$ cat src/rtl/mc_ctrl.sv
// mc_ctrl: multi-cycle MIPS control unit (FETCH/DCD/EXE/MEM/WB/HALT).
// Walks each instruction through its states and drives the IFU, GPR file,
// ALU, extender and data-memory controls. Outputs are combinational from the
// current state and the instruction register, gated off while rst is low.
// Optional feature macro: MC_CTRL_OVF_EN (add/addi with overflow trap).
`timescale 1ns/1ps

module mc_ctrl (
    input  logic       clk,
    input  logic       rst,
    input  logic [5:0] op,
    input  logic [5:0] funct,
    input  logic       zero,
    input  logic       overflow,
    input  logic       mem_ack,
    output logic       pc_wr,
    output logic       ir_wr,
    output logic       reg_wr,
    output logic       mem_req,
    output logic       mem_we,
    output logic [1:0] npc_sel,
    output logic [2:0] alu_op,
    output logic       alu_src,
    output logic [1:0] ext_op,
    output logic [1:0] reg_dst,
    output logic [1:0] wd_sel,
    output logic       illegal,
    output logic       ovf_trap,
    output logic [2:0] state
);

    localparam int unsigned OP_W  = 6;
    localparam int unsigned SEL_W = 2;
    localparam int unsigned ALU_W = 3;

    // Opcode / funct encodings
    localparam logic [OP_W-1:0] OP_RTYPE = 6'b000000;
    localparam logic [OP_W-1:0] OP_ORI   = 6'b001101;
    localparam logic [OP_W-1:0] OP_LUI   = 6'b001111;
    localparam logic [OP_W-1:0] OP_LW    = 6'b100011;
    localparam logic [OP_W-1:0] OP_SW    = 6'b101011;
    localparam logic [OP_W-1:0] OP_BEQ   = 6'b000100;
    localparam logic [OP_W-1:0] OP_J     = 6'b000010;
    localparam logic [OP_W-1:0] OP_JAL   = 6'b000011;
`ifdef MC_CTRL_OVF_EN
    localparam logic [OP_W-1:0] OP_ADDI  = 6'b001000;
    localparam logic [OP_W-1:0] FN_ADD   = 6'b100000;
`endif
    localparam logic [OP_W-1:0] FN_ADDU  = 6'b100001;
    localparam logic [OP_W-1:0] FN_SUBU  = 6'b100011;
    localparam logic [OP_W-1:0] FN_SLT   = 6'b101010;
    localparam logic [OP_W-1:0] FN_JR    = 6'b001000;

    // ALU / extender / mux select encodings
    localparam logic [ALU_W-1:0] ALU_ADD = 3'b000;
    localparam logic [ALU_W-1:0] ALU_SUB = 3'b001;
    localparam logic [ALU_W-1:0] ALU_OR  = 3'b010;
    localparam logic [ALU_W-1:0] ALU_SLT = 3'b011;
    localparam logic [ALU_W-1:0] ALU_LUI = 3'b100;

    localparam logic [SEL_W-1:0] EXT_ZERO  = 2'b00;
    localparam logic [SEL_W-1:0] EXT_SIGN  = 2'b01;
    localparam logic [SEL_W-1:0] EXT_UPPER = 2'b10;

    localparam logic [SEL_W-1:0] NPC_PC4    = 2'b00;
    localparam logic [SEL_W-1:0] NPC_BRANCH = 2'b01;
    localparam logic [SEL_W-1:0] NPC_JUMP   = 2'b10;
    localparam logic [SEL_W-1:0] NPC_JR     = 2'b11;

    localparam logic [SEL_W-1:0] DST_RT = 2'b00;
    localparam logic [SEL_W-1:0] DST_RD = 2'b01;
    localparam logic [SEL_W-1:0] DST_RA = 2'b10;

    localparam logic [SEL_W-1:0] WD_ALU = 2'b00;
    localparam logic [SEL_W-1:0] WD_MEM = 2'b01;
    localparam logic [SEL_W-1:0] WD_PC  = 2'b10;

    typedef enum logic [2:0] {
        S_FETCH = 3'd0,
        S_DCD   = 3'd1,
        S_EXE   = 3'd2,
        S_MEM   = 3'd3,
        S_WB    = 3'd4,
        S_HALT  = 3'd7
    } state_e;

    state_e state_q, state_d;
    logic   ovf_q, ovf_d;
    logic   illegal_q, illegal_d;

    // Decoded instruction class and datapath selects
    logic             dec_legal;
    logic             dec_alu;
    logic             dec_rtype;
    logic             dec_lw;
    logic             dec_sw;
    logic             dec_beq;
    logic             dec_j;
    logic             dec_jal;
    logic             dec_jr;
    logic             dec_ovf_chk;
    logic [ALU_W-1:0] dec_alu_op;
    logic             dec_alu_src;
    logic [SEL_W-1:0] dec_ext_op;

    // Instruction decode from the IR fields (stable from DCD to next FETCH)
    always_comb begin
        dec_legal   = 1'b0;
        dec_alu     = 1'b0;
        dec_rtype   = 1'b0;
        dec_lw      = 1'b0;
        dec_sw      = 1'b0;
        dec_beq     = 1'b0;
        dec_j       = 1'b0;
        dec_jal     = 1'b0;
        dec_jr      = 1'b0;
        dec_ovf_chk = 1'b0;
        dec_alu_op  = ALU_ADD;
        dec_alu_src = 1'b0;
        dec_ext_op  = EXT_ZERO;
        case (op)
            OP_RTYPE: begin
                case (funct)
                    FN_ADDU: begin
                        dec_legal = 1'b1;
                        dec_alu   = 1'b1;
                        dec_rtype = 1'b1;
                    end
                    FN_SUBU: begin
                        dec_legal  = 1'b1;
                        dec_alu    = 1'b1;
                        dec_rtype  = 1'b1;
                        dec_alu_op = ALU_SUB;
                    end
                    FN_SLT: begin
                        dec_legal  = 1'b1;
                        dec_alu    = 1'b1;
                        dec_rtype  = 1'b1;
                        dec_alu_op = ALU_SLT;
                    end
                    FN_JR: begin
                        dec_legal = 1'b1;
                        dec_jr    = 1'b1;
                    end
`ifdef MC_CTRL_OVF_EN
                    FN_ADD: begin
                        dec_legal   = 1'b1;
                        dec_alu     = 1'b1;
                        dec_rtype   = 1'b1;
                        dec_ovf_chk = 1'b1;
                    end
`endif
                    default: ;
                endcase
            end
            OP_ORI: begin
                dec_legal   = 1'b1;
                dec_alu     = 1'b1;
                dec_alu_op  = ALU_OR;
                dec_alu_src = 1'b1;
                dec_ext_op  = EXT_ZERO;
            end
            OP_LUI: begin
                dec_legal   = 1'b1;
                dec_alu     = 1'b1;
                dec_alu_op  = ALU_LUI;
                dec_alu_src = 1'b1;
                dec_ext_op  = EXT_UPPER;
            end
`ifdef MC_CTRL_OVF_EN
            OP_ADDI: begin
                dec_legal   = 1'b1;
                dec_alu     = 1'b1;
                dec_ovf_chk = 1'b1;
                dec_alu_src = 1'b1;
                dec_ext_op  = EXT_SIGN;
            end
`endif
            OP_LW: begin
                dec_legal   = 1'b1;
                dec_lw      = 1'b1;
                dec_alu_src = 1'b1;
                dec_ext_op  = EXT_SIGN;
            end
            OP_SW: begin
                dec_legal   = 1'b1;
                dec_sw      = 1'b1;
                dec_alu_src = 1'b1;
                dec_ext_op  = EXT_SIGN;
            end
            OP_BEQ: begin
                dec_legal  = 1'b1;
                dec_beq    = 1'b1;
                dec_alu_op = ALU_SUB;
            end
            OP_J: begin
                dec_legal = 1'b1;
                dec_j     = 1'b1;
            end
            OP_JAL: begin
                dec_legal = 1'b1;
                dec_jal   = 1'b1;
            end
            default: ;
        endcase
    end

    // Next-state logic plus the overflow and illegal flag updates
    always_comb begin
        state_d = state_q;
        ovf_d   = ovf_q;
        case (state_q)
            S_FETCH: state_d = S_DCD;
            S_DCD:   state_d = dec_legal ? S_EXE : S_HALT;
            S_EXE: begin
                if (dec_ovf_chk) begin
                    ovf_d = overflow;
                end
                if (dec_lw || dec_sw) begin
                    state_d = S_MEM;
                end else if (dec_alu) begin
                    state_d = S_WB;
                end else begin
                    state_d = S_FETCH;
                end
            end
            S_MEM: begin
                if (mem_ack) begin
                    state_d = dec_lw ? S_WB : S_FETCH;
                end
            end
            S_WB:    state_d = S_FETCH;
            S_HALT:  state_d = S_HALT;
            default: state_d = S_FETCH;
        endcase
        illegal_d = illegal_q | (state_d == S_HALT);
    end

    // State and flag registers with synchronous active-low reset
    always_ff @(posedge clk) begin
        if (!rst) begin
            state_q   <= S_FETCH;
            ovf_q     <= 1'b0;
            illegal_q <= 1'b0;
        end else begin
            state_q   <= state_d;
            ovf_q     <= ovf_d;
            illegal_q <= illegal_d;
        end
    end

    // Output decode per state; enables are forced low while reset is held
    always_comb begin
        pc_wr    = 1'b0;
        ir_wr    = 1'b0;
        reg_wr   = 1'b0;
        mem_req  = 1'b0;
        mem_we   = 1'b0;
        npc_sel  = NPC_PC4;
        alu_op   = ALU_ADD;
        alu_src  = 1'b0;
        ext_op   = EXT_ZERO;
        reg_dst  = DST_RT;
        wd_sel   = WD_ALU;
        ovf_trap = 1'b0;
        illegal  = illegal_q;
        case (state_q)
            S_FETCH: begin
                ir_wr   = 1'b1;
                pc_wr   = 1'b1;
                npc_sel = NPC_PC4;
            end
            S_EXE: begin
                alu_op  = dec_alu_op;
                alu_src = dec_alu_src;
                ext_op  = dec_ext_op;
                if (dec_beq) begin
                    pc_wr   = zero;
                    npc_sel = NPC_BRANCH;
                end
                if (dec_j || dec_jal) begin
                    pc_wr   = 1'b1;
                    npc_sel = NPC_JUMP;
                end
                if (dec_jal) begin
                    reg_wr  = 1'b1;
                    reg_dst = DST_RA;
                    wd_sel  = WD_PC;
                end
                if (dec_jr) begin
                    pc_wr   = 1'b1;
                    npc_sel = NPC_JR;
                end
            end
            S_MEM: begin
                // ALU selects held so the address stays stable during the wait
                alu_op  = dec_alu_op;
                alu_src = dec_alu_src;
                ext_op  = dec_ext_op;
                mem_req = 1'b1;
                mem_we  = dec_sw;
            end
            S_WB: begin
                alu_op  = dec_alu_op;
                alu_src = dec_alu_src;
                ext_op  = dec_ext_op;
                reg_wr  = ~(dec_ovf_chk & ovf_q);
                reg_dst = dec_rtype ? DST_RD : DST_RT;
                wd_sel  = dec_lw ? WD_MEM : WD_ALU;
`ifdef MC_CTRL_OVF_EN
                ovf_trap = dec_ovf_chk & ovf_q;
`endif
            end
            default: ;
        endcase
        if (!rst) begin
            pc_wr    = 1'b0;
            ir_wr    = 1'b0;
            reg_wr   = 1'b0;
            mem_req  = 1'b0;
            mem_we   = 1'b0;
            ovf_trap = 1'b0;
            illegal  = 1'b0;
        end
    end

    assign state = state_q;

endmodule

$ cat config.mk
export PLATFORM = sky130hd
export DESIGN_NAME = mc_ctrl
export DESIGN_NICKNAME = d
export VERILOG_FILES = /design/src/rtl/mc_ctrl.sv
export SDC_FILE = /design/constraint.sdc
export NUM_CORES = 1
export LEC_CHECK = 0
export BUFFER_PORTS_ARGS = -buffer_cell sky130_fd_sc_hd__buf_2
export CORE_ASPECT_RATIO = 0.9
export CORE_MARGIN = 2
export CORE_UTILIZATION = 30
export CTS_CLUSTER_DIAMETER = 80
export DETAILED_ROUTE_END_ITERATION = 8
export GPL_ROUTABILITY_DRIVEN = 0
export PLACE_DENSITY = 0.67
export RECOVER_POWER = 100
export SLEW_MARGIN = 20
export SYNTH_ARGS = -nofsm -noshare
export SYNTH_HDL_FRONTEND = slang
export SYNTH_SLANG_ARGS = --single-unit
$ cat constraint.sdc
create_clock -name clk -period 3.51 [get_ports clk]
set_input_delay 0.702 -clock clk [delete_from_list [all_inputs] [get_ports clk]]
set_output_delay 0.702 -clock clk [all_outputs]
set_load 0.03 [all_outputs]
# Word level (Yosys, flattened, before mapping)
# Cells that the tools add are included.
# totals
regBits,4
input_bits,17
output_inout_bits,22
wordCells,80
# op_classes
eq_ne,17
n_mux,49
bitwise_logic,1
n_reduce_logical,11
# ops
operator,n
$eq A6 B6 Y1 const B,5
$mux W1,28
$eq A6 B4 Y1 const B,3
$mux W3,6
$pmux W2 S2,4
$pmux W3 S5,1
$eq A6 B2 Y1 const B,2
$pmux W3 S4,1
$mux W2,5
$eq A3 B3 Y1 const B,3
$pmux W1 S2,4
$reduce_or A4 Y1,2
$reduce_or A7 Y1,1
$eq A3 B2 Y1 const B,2
$eq A6 B3 Y1 const B,1
$logic_not A6 Y1,1
$reduce_or A3 Y1,2
$reduce_or A2 Y1,2
$eq A3 B1 Y1 const B,1
$logic_not A3 Y1,1
$logic_or A1 B1 Y1,2
$or A1 B1 Y1,1

# Logic depth before layout (Yosys ltp)
# depth
word_depth,9
ltp_mapped,5
mapped_depth_nobuf,5

# Worst setup path after synthesis
# OpenSTA, ideal clock, no wires.
# synth_timing
kind,register -> output
from,"reg state_q[1], in the netlist state[1]"
to,out mem_we
arrival_ns,2.319
t_required_ns,2.808
setup_slack_ns,0.489
path_stages_with_launch,6
path_buffers,1
path_cell_list,dfxtp_1 -> clkbuf_1 -> nand2_1 -> nor3b_1 -> nand2_1 -> nor2_1
# synth_via
elab_chain_len,3
# synth_rtl
element,line,rtl
from (decl),87,"state_e state_q, state_d;"
from (signal assigned),246,state_q <= state_d;
$eq A3 B2 Y1,267,case (state_q)
$mux W1,267,
$mux W1,316,if (!rst) begin
to (decl),20,"output logic mem_we,"
# No other way between the ends.

# Final worst setup path
# layout_timing
from,in op[2]
to,out pc_wr
# layout_via
elab_chain_len,7
# layout_rtl
element,line,rtl
from (decl),11,"input logic [5:0] op,"
$eq A6 B3 Y1 / $eq A6 B2 Y1 (equally long branches),121,case (op)
$mux W1,121,
$mux W1 / $logic_or A1 B1 Y1 (equally long branches),"277, 281",
$mux W1,281,if (dec_j || dec_jal) begin
$mux W1 (*),290,if (dec_jr) begin
$pmux W1 S2 (*),267,
$mux W1 (*),316,
to (decl),16,"output logic pc_wr,"
# Mark *: on every way between the ends. The rest lies on a longest branch, timed or not.

==> impl_metrics.ini <==
[worst_hold_path]
whs_path_depth = 3
min_from = illegal_q
worst_hold_path_type = reg -> reg

[place]
placement.io_buffers = 36
dp_cells = 144
placed_cell_area_um2 = 767
pre_cts_ws_ps = 788
dp_hpwl_mm = 1.40

[power]
combPwrFrac_pct = 51.0
swShare_pct = 49.7
finalPower_uw = 278
ir_drop_mv = 0.138
intPower_uw = 140
pwr-share-clk_pct = 19.7
powerDensity_nw_per_um2 = 369
seqPwrFrac_pct = 29.4
power_leakage_nw = 0.265
p_sw_uw = 138

[floorplanning]
core_um2 = 1880
fp.dieW_um = 50.4
start_util_pct = 31.0
core.rowCount = 15
ios = 39
die_y_um = 45.8
die_area_um2 = 2310

[cells_and_area]
areaGrowthSynthToFinish_pct = 29.5
diodes = 0
final_core_utilization_pct = 40.1
drive_gt1_share_pct = 18.0
final_nets = 141
post-route-cell-area_um2 = 753
fin_cells = 147

[setup_path]
reg2reg_slack_ps = 1950
slowest_stage = nor4_1
endpoint = pc_wr
r2r_end = state[2]
worst_setup_path_end_kind = output port
worstRegToRegCells = 4
cp-startpoint = op[2]
worstPathArrival_ps = 2240
slowest_delay_ps = 480
rr_startpoint = state[2]
crit_chain = buf_2, nor4_1, and4b_1, o21ai_0, a31oi_1, clkbuf_1
cp-start-kind = input pin
required_ps = 2810
worst-path-max-fanout = 6
crit_type = in -> out

[clocking]
root_buffer = clkbuf_4
numCtsBuffers = 3
path_clk_slew_ps = 30
post_cts_buffers = 0
post_cts_resized = 0
clockBufferDepth = 2
htree_num_levels = 1
cts_sinks = 4
postCtsHoldBufs = 0
cts_tree = done
clock_latency_ps = 230

[synth]
async_reset_ff_share_pct = 0
syn_inst = 88
syn_avg_cell_area_um2 = 6.61
synth-seq-area-share_pct = 13.8
synthTopCellsByArea = dfxtp_1, nand2_1, nor2_1, nor3b_1, nor2b_1
yosysWarnings = 0
post-synth-top-area-fraction_pct = 13.8
synth-edff-count = 0
synthTopCellsByCount = nand2_1, nor2_1, nor3b_1
synth_nets = 105
ys_types = 34
syn_area_um2 = 582
ys_seq_elements = 4
synthFlopType = dfxtp_1
yosysTopAreaCell = dfxtp_1

[flow_run]
maxCapViolations = 0

[timing]
min_period_ps = 2940
whs_ps = 567
tightest_slew_ps = 493
slew_viol_final = 0
setup_ws_ps = 568
grt_setup_unrepaired = no
hold_viol_final = 0
finalSetupViolCount = 0
finalClockSkew_ps = 1.62
period_share_pct = 83.8
fmax_mhz = 340
finalSetupTns_ps = 0
slew-limit-headroom_pct = 66.2

[drt]
drc = 0
drt_pre_antenna_iters = 4
vias = 749
vias_per_cell = 5.10
drt_iter0_markers = 11
wl_per_cell_um = 11.8
drt-total-wl_mm = 1.74
antenna_left = 0

[global_route]
gr-total-overflow = 0
grt_max_degree = 17
antenna_found_initial = 0
grt_pass1_wl_mm = 2.71
track_usage_pct = 15.3
grt_pass1_vias = 674

[outcome]
status = completed
-- cell usage in the layout (no fill, tap or decap), types with 2 or more instances in the layout --
cell / count
a21oi_1: 3
o21ai_0: 5
and3b_1: 2
nand4_1: 3
nand2_1: 15
clkbuf_4: 3
nor2_1: 14
dfxtp_1: 4
a41oi_1: 2
nor3b_1: 6
buf_2: 14
clkbuf_1: 22
nor2b_1: 5
a31oi_1: 3
nand3_1: 3
-- cell families (layout without fill, tap and decap cells) --
kind of cell / Yosys count / after routing / synth area share, %
compound gates: 17 / 17 / 18.7
mux: 2 / 2 / 3.66
flops: 4 / 4 / 13.8
buf+inv: 6 / 40 / 5.16
simple gates: 58 / 58 / 58.1
other cells: 1 / 1 / 0.645
-- state kept, by name, indices dropped and copies added, names as in the netlist --
signal	flops
state	3
illegal_q	1
-- worst min path at each step --
stage                      endpoint  slack [ps]
after floorplan           illegal_q         750
after global placement    illegal_q         540
after detailed placement  illegal_q         570
after CTS                 illegal_q         580
after global routing      illegal_q         620
final                     illegal_q         570
-- layout make-up --
type	count	area (um^2)
clock buffers	3	22.5
flip-flops and latches	4	80.1
inverters	1	3.75
repair buffers	36	153
well taps	25	31.3
fillers	227	1120
multi-input cells	78	463
-- layer usage --
| metal | track usage, % | vias up | share of wire (%) |
|---|---|---|---|
| li1 | - | 389 | - |
| met1 | 17.6 | 337 | 46 |
| met2 | 28.4 | 23 | 49 |
| met3 | 1.64 | 0 | 5.1 |
| met4 | 8.11 | 0 | 0 |
| met5 | 0 | - | 0 |
-- critical path, delay by kind of cell --
| kind | cells | cell delay (ps) |
|---|---|---|
| and+or+nand+nor | 2 | 740 |
| buffers and inverters | 2 | 460 |
| AOI/OAI and AO/OA | 2 | 340 |
-- power by group through the flow --
| stage | clock network, mW | logic [mW] | registers, mW |
|---|---|---|---|
| 6_report | 0.0547 | 0.142 | 0.0817 |
| 5_1_grt | 0.0591 | 0.155 | 0.0847 |
| 4_1_cts | 0.0582 | 0.147 | 0.0804 |
| 3_5_place_dp | 0 | 0.146 | 0.0811 |
| 3_3_place_gp | 0 | 0.143 | 0.0799 |
| 2_1_floorplan | 0 | 0.105 | 0.0777 |
Note: power is estimated with default switching activity, not from simulation.
